===== src/rtl/mem_port_arbiter.sv =====
// Arbitrates one single-ported fixed-latency memory between instruction
// fetch and data access, with in-flight fetch cancellation on branches.
module mem_port_arbiter #(
    parameter int ADDR_W  = 16,
    parameter int DATA_W  = 16,
    parameter int MEM_LAT = 4
) (
    input  logic              clk,
    input  logic              rst,
    input  logic              if_req,
    input  logic [ADDR_W-1:0] if_addr,
    input  logic              if_flush,
    output logic [DATA_W-1:0] if_rdata,
    output logic              if_ack,
    output logic              if_stall,
    input  logic              mem_req,
    input  logic              mem_wr,
    input  logic [ADDR_W-1:0] mem_addr,
    input  logic [DATA_W-1:0] mem_wdata,
    output logic [DATA_W-1:0] mem_rdata,
    output logic              mem_ack,
    output logic              mem_stall,
    output logic              m_en,
    output logic              m_wr,
    output logic [ADDR_W-1:0] m_addr,
    output logic [DATA_W-1:0] m_wdata,
    input  logic [DATA_W-1:0] m_rdata,
    output logic              busy
);

    localparam int CW = $clog2(MEM_LAT + 1);
    localparam logic [CW-1:0] LAT = CW'(MEM_LAT);

    typedef enum logic [1:0] {
        IDLE,
        BUSY,
        RESP
    } state_t;

    state_t        state;
    logic [CW-1:0] cnt;
    logic          own;
    logic          drop;

    assign busy      = (state != IDLE);
    assign if_stall  = if_req & ~if_ack;
    assign mem_stall = mem_req & ~mem_ack;

    always_ff @(posedge clk) begin
        if (rst) begin
            state     <= IDLE;
            cnt       <= '0;
            own       <= 1'b0;
            drop      <= 1'b0;
            m_en      <= 1'b0;
            m_wr      <= 1'b0;
            m_addr    <= '0;
            m_wdata   <= '0;
            if_ack    <= 1'b0;
            mem_ack   <= 1'b0;
            if_rdata  <= '0;
            mem_rdata <= '0;
        end else begin
            if_ack  <= 1'b0;
            mem_ack <= 1'b0;
            case (state)
                IDLE: begin
                    // Data access belongs to the older instruction, so it wins
                    if (mem_req) begin
                        m_addr  <= {mem_addr[ADDR_W-1:1], 1'b0};
                        m_wr    <= mem_wr;
                        m_wdata <= mem_wdata;
                        own     <= 1'b1;
                        drop    <= 1'b0;
                        m_en    <= 1'b1;
                        cnt     <= CW'(1);
                        state   <= BUSY;
                    end else if (if_req && !if_flush) begin
                        m_addr  <= {if_addr[ADDR_W-1:1], 1'b0};
                        m_wr    <= 1'b0;
                        m_wdata <= mem_wdata;
                        own     <= 1'b0;
                        drop    <= 1'b0;
                        m_en    <= 1'b1;
                        cnt     <= CW'(1);
                        state   <= BUSY;
                    end
                end
                BUSY: begin
                    if (!own && if_flush) begin
                        drop <= 1'b1;
                    end
                    if (cnt == LAT) begin
                        m_en  <= 1'b0;
                        m_wr  <= 1'b0;
                        state <= RESP;
                        // A flush in the final cycle must still cancel the fetch
                        if (!own && !drop && !if_flush) begin
                            if_rdata <= m_rdata;
                            if_ack   <= 1'b1;
                        end
                        if (own) begin
                            mem_ack <= 1'b1;
                            if (!m_wr) begin
                                mem_rdata <= m_rdata;
                            end
                        end
                    end else begin
                        cnt <= cnt + 1'b1;
                    end
                end
                RESP: begin
                    state <= IDLE;
                end
                default: begin
                    state <= IDLE;
                end
            endcase
        end
    end

endmodule


===== config.mk =====
export PLATFORM = sky130hd
export DESIGN_NAME = mem_port_arbiter
export DESIGN_NICKNAME = d
export VERILOG_FILES = /design/src/rtl/mem_port_arbiter.sv
export SDC_FILE = /design/constraint.sdc
export NUM_CORES = 1
export LEC_CHECK = 0
export ABC_AREA = 0
export CAP_MARGIN = 20
export CORE_ASPECT_RATIO = 1.75
export CORE_MARGIN = 10
export CORE_UTILIZATION = 43
export DETAILED_ROUTE_END_ITERATION = 12
export PLACE_DENSITY = 0.92
export SLEW_MARGIN = 0
export SYNTH_ARGS = -nofsm -noshare
export SYNTH_HDL_FRONTEND = slang
export SYNTH_SLANG_ARGS = --single-unit

===== constraint.sdc =====
create_clock -name clk -period 2.1 [get_ports clk]
set_input_delay 0.42 -clock clk [delete_from_list [all_inputs] [get_ports clk]]
set_output_delay 0.42 -clock clk [all_outputs]
set_load 0.02 [all_outputs]

==> results of run 1 <==
logic make-up (layout without fill, tap and decap cells):
group	count (synthesis)	count (layout)	share of synthesized area, %
adder cells (fa/ha/maj)	2	2	0.7445
buffers and inverters	27	167	3.648
AND/OR/NAND/NOR	136	136	24.68
flip-flops	74	74	44.08
other	1	1	0.1116
multiplexers	79	79	24.09
AO/OA/AOI/OAI	13	13	2.643
worst reg2reg max path: cells and delay by family (launching register included):
family,cells,cell delay [ps]
adder cells (fa/ha/maj),1,240
buffers and inverters,1,90
multiplexers,1,170
flip-flops,1,330
AND/OR/NAND/NOR,2,770
synthesized netlist by cell type (all sizes together) (2+ instances only):
cell type and number:
nand2b 81, dfxtp 74, mux2i 64, nor2b 22, nor2 18, mux2 15, clkbuf 14, buf 8
inv 5, nand2 3, nor3 3, o32ai 3, a21oi 2, a31oi 2, ha 2, nand3b 2
o21a 2, o21ai 2
stage by stage:
stage | hold WS (ps) | total power, mW
final | 457.0 | 3.502
after global routing | 487.8 | 3.648
after CTS | 462.5 | 3.541
after detailed placement | 453.2 | 2.105
after global placement | 444.6 | 2.087
after floorplan | 462.0 | 1.807
worst paths after layout:
path | startpoint | cells after the start | endpoint
max | state[1] | 3 | busy
min | m_en | 2 | m_en
max reg2reg | cnt[1] | 5 | if_rdata[6]
min reg2reg | m_en | 2 | m_en
state kept, by name, indices dropped and copies added, names as in the netlist:
signal,cells
own,1
if_ack,1
mem_ack,1
m_addr,15
if_rdata,16
mem_rdata,16
state,2
m_wdata,16
m_wr,1
m_en,1
drop,1
cnt,3
layout by cell type, fill, tap and decap left out, types with 2 or more instances in the layout:
master / instances
a21oi_1: 2
a31oi_1: 2
buf_12: 3
buf_4: 6
clkbuf_16: 9
clkdlybuf4s50_1: 134
clkinv_4: 2
clkinvlp_4: 3
dfxtp_1: 73
dlymetal6s2s_1: 2
ha_1: 2
inv_1: 5
mux2_2: 15
mux2i_1: 64
nand2_1: 3
nand2b_1: 81
nand3b_1: 2
nor2_1: 17
nor2b_1: 22
nor3_1: 2
o21a_1: 2
o32ai_1: 3
power by group through the flow:
stage	Clock (mW)	Sequential (mW)	Combinational [mW]
after CTS	1.46	1.50	0.581
after global placement	0	1.52	0.564
final	1.43	1.50	0.573
after detailed placement	0	1.53	0.577
after global routing	1.53	1.50	0.619
after floorplan	0	1.58	0.222
metal layers:
metal / vias up / track usage (%) / wire length [um]
li1: 1374 / - / -
met1: 1293 / 14.84 / 3418
met2: 93 / 27.72 / 4961
met3: 14 / 6.845 / 710
met4: 0 / 6.058 / 209
met5: - / 0 / 0
area by class of cell:
| cell class | instances | area [sq um] |
|---|---|---|
| well taps | 88 | 110.1 |
| clock inverters | 5 | 40.04 |
| multi-input cells | 231 | 1764 |
| inverters | 5 | 18.77 |
| fillers | 580 | 2485 |
| flip-flops and latches | 74 | 1483 |
| repair buffers | 146 | 1476 |
| clock buffers | 11 | 242.7 |
==> results.txt, run 1 <==
At the worst endpoint, the required time is 1680 ps. From synthesis to final layout, the design area changed by 52.79%. The register clock-pin slew on the reported worst setup and hold paths came out at 60 ps. The top fanout value on the critical path is 7. The biggest cell delay along the critical path is 600 ps.

Counting along the longest clock path gives a buffer depth of 2. In the synthesized netlist the async set-or-reset flop fraction comes to 0%. The pin count of the biggest net entering global routing came out at 41. The first-pass GRT wire length is 14.60 mm. Together, buffers and inverters on the worst path number 2.

The setup TNS came out at 0 ps. The setup slack on the worst flop-to-flop path is 380 ps. The synthesized area per cell is 10.12 sq um.

In the final routed layout, each cell accounts on average for 16.61 um. The final worst setup slack came out at 145.0 ps. The number of H-tree branching levels is 3. The fraction of final layout cells sized beyond drive strength 1 is 9.746%. The CTS tree is built. The worst endpoint data arrival time came out at 1540 ps.

The synthesized instance count came out at 332. Synthesis produced a netlist with a net count of 404. Input and output buffers added on the ports amount to 137.

The worst hold path belongs to the class reg2reg. The fraction of power spent switching nets came out at 24.93%. The number of antenna cells inserted came out at 0. The per-cell via count in the routed design came out at 4.954. Summing all placed instances gives a cell area of 4843 sq um. Wires add up to 9.300 mm.

Summed over all cells, the static leakage comes to 2.102 nW. The final count of negative-setup-slack endpoints is 0. The worst vdd rail ir drop came out at 0.0005714 V. The number of global-route vias before repair came out at 2994. The detailed-route DRC error count came out at 0. The number of nets still failing antenna checks after routing came out at 0. In this run, post-CTS repair resized a total of 0 instances. The sequential fraction of the synthesis area is 44.08%. The cell family contributing the most delay on the critical path is buffers and inverters. The die outline width is 86.83 um.

The total congestion overflow after global routing is 0. The internal portion of the total power is 2.629 mW. The slowest cell on the critical path is clkdlybuf4s50_1.

Static timing analysis puts the maximum clock frequency at 0.5115 GHz. At the end of the flow the core is filled with cells to 67.39%. Summed over all instances, the cell type with the most area after synthesis is dfxtp_1.

The count of non-filler cells in the finished layout came out at 560. Counting the buffers created by CTS gives 9. The synthesized design contains 74 register bits. Per report_power, the clock group accounts for 40.9% of the total. In this run the biggest area consumer among cell types represents 44.08% of the synthesized area. The total of warnings raised by yosys came out at 0. The worst setup path category is reg2out. The total routing resource utilization after global routing came out at 15.45%. The tree built by TritonCTS fans out to 74 sinks.

The launching element type of the critical path is a flop. In this run the clock root is driven by a clkbuf_16. The synthesized design contains 0 enable-type register cells. The worst setup path is captured at an output pin. The main flop type after synthesis is dfxtp_1. The post-CTS setup repair buffer count is 0. The final design instance area without fill came out at 5135 sq um.

The placer's final routability congestion estimate came out at 0.7431. The number of placed cells counting well taps came out at 544. The floorplan die area came out at 11890 sq um. OpenSTA, run right after detailed placement, puts the worst setup slack at 19.04 ps. The part of the power in registers is 42.8%.

The netlist uses 31 different library cells. At the later pin of the worst-skew pair, clock insertion delay measures 330 ps. The total of hold buffers inserted after clock tree synthesis came out at 0. The number of top-level pins is 141. The flow ran to the end, and the final reports show no timing, DRC or antenna violations. The final number of hold-violating endpoints came to 0. The shortest period the worst path allows is 1955 ps. Setup repair after global routing left no endpoint under its margin. The initial antenna violation count came out at 0. The worst clock skew on the final layout is 7.122 ps. The share of total power dissipated in combinational logic is 16.4%. For this run, the post-layout net count is 539.

The number of design-rule violations left by the first detailed-router iteration is 81. Once detailed placement completed, the half-perimeter wirelength came to 7.252 mm. Summing every instance area after synthesis gives 3361 sq um. The initial core utilization came out at 44.11%.

Walking the worst path, the cells encountered are nor2_2 -> inv_1 -> clkdlybuf4s50_1. The cell area power density came out at 681.9 nW/um^2. The first TritonRoute pass finished after 4 iterations. Ranked by total cell area, the synthesized netlist is headed by dfxtp_1 44%, mux2i_1 19%, nand2b_1 15%. The final worst-path cycle share came out at 93.10%. In this run the power spent charging and discharging nets is 0.8728 mW. The count of maximum capacitance violations came out at 0. The floorplan row count came out at 42. The max-slew violation total from the final report is 0.

The placeable core area is 7620 sq um. The y dimension of the die came out at 137.0 um. The overall via count from detail_route is 2774.
(Power assumes the default switching activity.)
==> run 2: changes to the inputs <==
--- a/config.mk
+++ b/config.mk
@@ -6,12 +6,12 @@
 export NUM_CORES = 1
 export LEC_CHECK = 0
 export ABC_AREA = 0
-export CAP_MARGIN = 20
 export CORE_ASPECT_RATIO = 1.75
 export CORE_MARGIN = 10
 export CORE_UTILIZATION = 43
 export DETAILED_ROUTE_END_ITERATION = 12
 export PLACE_DENSITY = 0.92
+export SKIP_CTS_REPAIR_TIMING = 1
 export SLEW_MARGIN = 0
 export SYNTH_ARGS = -nofsm -noshare
 export SYNTH_HDL_FRONTEND = slang
==> results of run 2 <==
No change in the layout: final DEF, timing and power equal those of run 1.
==> run 3: changes to the inputs <==
--- a/config.mk
+++ b/config.mk
@@ -10,7 +10,7 @@
 export CORE_MARGIN = 10
 export CORE_UTILIZATION = 43
 export DETAILED_ROUTE_END_ITERATION = 12
-export PLACE_DENSITY = 0.92
+export PLACE_DENSITY_LB_ADDON = 0.12
 export SKIP_CTS_REPAIR_TIMING = 1
 export SLEW_MARGIN = 0
 export SYNTH_ARGS = -nofsm -noshare
==> run 3 against run 2 <==
Combinational power barely moved. Design area rose by 0.17%. Sequential cell count did not move. Final cell count did not move. Critical path depth did not move. Clock skew fell by 1.9 ps. Maximum frequency rose by 0.81%. Sequential power barely moved. Global-route usage fell by 0.59 points. Register-to-register slack barely moved. Critical path type unchanged. Largest cell class unchanged.
==> results.txt, run 3 (synthesized netlist as in run 1, its figures left out) <==
The count of non-filler cells in the finished layout came out at 560 (unchanged). The final worst-path cycle share is 92.35% (-0.75 points). The number of clock buffers inserted by TritonCTS came to 9 (unchanged). The shortest period the worst path allows came out at 1939 ps (-15.67 ps). The library cell used most frequently in the layout, excluding fill and tap cells, is clkdlybuf4s50_1.

The final core area utilization is 67.50% (+0.11 points). The instance count along the most critical hold path came out at 2 (unchanged). The pin count of the biggest net entering global routing came out at 63 (+54%). The routed wire length is 8.777 mm (-5.6%). The placeable core area came out at 7620 sq um (unchanged). The count of buffers inserted at the top-level ports came out at 137 (unchanged).

The launching element type of the critical path is a flop. The worst endpoint data arrival time came out at 1520 ps (-20 ps). The worst setup path is captured at an output pin.

The number of placed cells counting well taps was 545 (+0.18%). The cell at the root of the clock tree is clkbuf_16. The largest registers in the layout are if_rdata x16, m_wdata x16, mem_rdata x16. The worst hold path begins at if_rdata[0].

The initial core utilization came out at 44.11% (unchanged). The worst setup path category is reg2out. The overall via count from detail_route is 2736 (-1.4%).

TritonCTS built the clock tree. The clock latency reported for the late side of the worst-skew pair came out at 330 ps (about the same). The routed length per placed instance was 15.67 um (-5.6%). The count of maximum capacitance violations came to 0 (unchanged). The leakage power figure is 2.116 nW (+0.66%). The per-cell via count in the routed design was 4.886 (-1.4%). The detailed-route DRC error count is 0 (unchanged). The number of nets still failing antenna checks after routing is 0 (unchanged). The number of global-route vias before repair came to 2971 (-0.77%). The fraction of final layout cells sized beyond drive strength 1 came to 9.534% (-0.21 points). The number of antenna cells inserted came to 0 (unchanged). The min-delay analysis places its worst path in the category reg2reg.

The clock tree buffer depth came out at 2 (unchanged). In this run the critical register-to-register path is captured at if_rdata[2]. The number of top-level pins came to 141 (unchanged).

The required time of the worst setup path came out at 1680 ps (about the same). The total clock sinks is 74 (unchanged). The worst clock skew on the final layout is 5.206 ps (-1.916 ps). The final count of negative-setup-slack endpoints is 0 (unchanged). The setup slack on the worst flop-to-flop path came out at 390 ps (about the same). Leaving out fill and tap cells, the most frequent cells in the layout are 134 x clkdlybuf4s50_1, 81 x nand2b_1, 72 x dfxtp_1.

The y dimension of the die is 137.0 um (unchanged). The number of H-tree branching levels was 3 (unchanged). The final number of hold-violating endpoints came to 0 (unchanged). The initial antenna violation count came out at 0 (unchanged). The maximum frequency from static timing analysis is 0.5156 GHz (+0.81%). The worst vdd rail ir drop is 0.0003835 V (-33%). The first-pass GRT wire length came to 14.37 mm (-1.6%). The detailed placer's ending HPWL came out at 6.793 mm (-6.3%). The endpoint of the worst hold path is if_rdata[0]. The detailed-routing iteration count for the pre-antenna-repair pass came out at 4 (unchanged). The floorplan die area came out at 11890 sq um (unchanged).

The number of design-rule violations left by the first detailed-router iteration came out at 81 (unchanged). The cell area power density came out at 675.0 nW/um^2 (-1.0%). The floorplan row count was 42 (unchanged). The max-slew violation total from the final report came out at 0 (unchanged). The placer's final routability congestion estimate was 0.7252 (-2.4%). The total congestion overflow after global routing came out at 0 (unchanged). The die outline width came out at 86.83 um (unchanged).

The run finished with clean final reports. The startpoint identified for the worst register-to-register timing path is cnt[0]. The register clock-pin slew on the reported worst setup and hold paths was 60 ps (about the same). The depth of the most critical reg-to-reg path is 5 (unchanged). Relative to the synthesized area, the layout overhead comes to 53.05%. The count of nets after finishing came out at 540 (+0.19%).

The top fanout value on the critical path is 7 (unchanged). Setup repair after global routing left no endpoint under its margin. The most critical setup path has its startpoint at state[0]. The total routing resource utilization after global routing came to 14.86% (-0.59 points).
run 3: changes by cell type in the layout (fill, tap and decap cells not counted), sizes merged:
| cell | previous run | this run |
|---|---|---|
| buf | 10 | 11 |
| clkinv | 2 | 1 |
| clkinvlp | 3 | 1 |
| clkbuf | 11 | 13 |
run 3: layer usage:
metal | vias up | wire, um | global-route usage, %
met1 | 1263 | 3379 | 15.66
met5 | - | 0 | 0
met4 | 0 | 138 | 5.606
met2 | 97 | 4436 | 24.78
met3 | 10 | 823 | 7.143
li1 | 1366 | - | -
run 3: cell type report:
type | instances | area, sq um
clock inverter | 2 | 12.51
sequential | 74 | 1484
multi-input combinational | 231 | 1762
timing repair buffer | 147 | 1496
clock buffer | 13 | 260.3
fill | 633 | 2476
tap | 88 | 110.1
inverter | 5 | 18.77
run 3: through the flow:
| step | hold WS [ps] | worst slack, ps | TNS [ps] | area [sq um] | power, mW |
|---|---|---|---|---|---|
| CTS | 473.6 | -1.616 | -1.616 | 5136 | 3.522 |
| finish | 467.6 | 160.6 | 0 | 5144 | 3.472 |
| global placement | 445.4 | 29.90 | 0 | 4863 | 2.099 |
| detailed placement | 466.0 | 16.31 | 0 | 4863 | 2.110 |
| floorplan | 462.0 | 400.2 | 0 | 3361 | 1.807 |
| global route | 484.9 | 32.94 | 0 | 5144 | 3.618 |
run 3: critical path: stages, from the launching register on:
cell and delay [ps]:
dfxtp_2 360, nor2_1 220, inv_1 70, clkdlybuf4s50_1 550
run 3: worst max-delay path by stage:
stage               cells after the start        end  slack, ps
global placement                        3  mem_stall         30
finish                                  3       busy        160
CTS                                     3   if_stall         -2
global route                            3       busy         30
detailed placement                      3   if_stall         20
floorplan                               3  mem_stall        400
run 3: power by group:
group / switching, mW / internal, mW
Sequential: 0.0345 / 1.46
Clock: 0.542 / 0.856
Combinational: 0.240 / 0.336
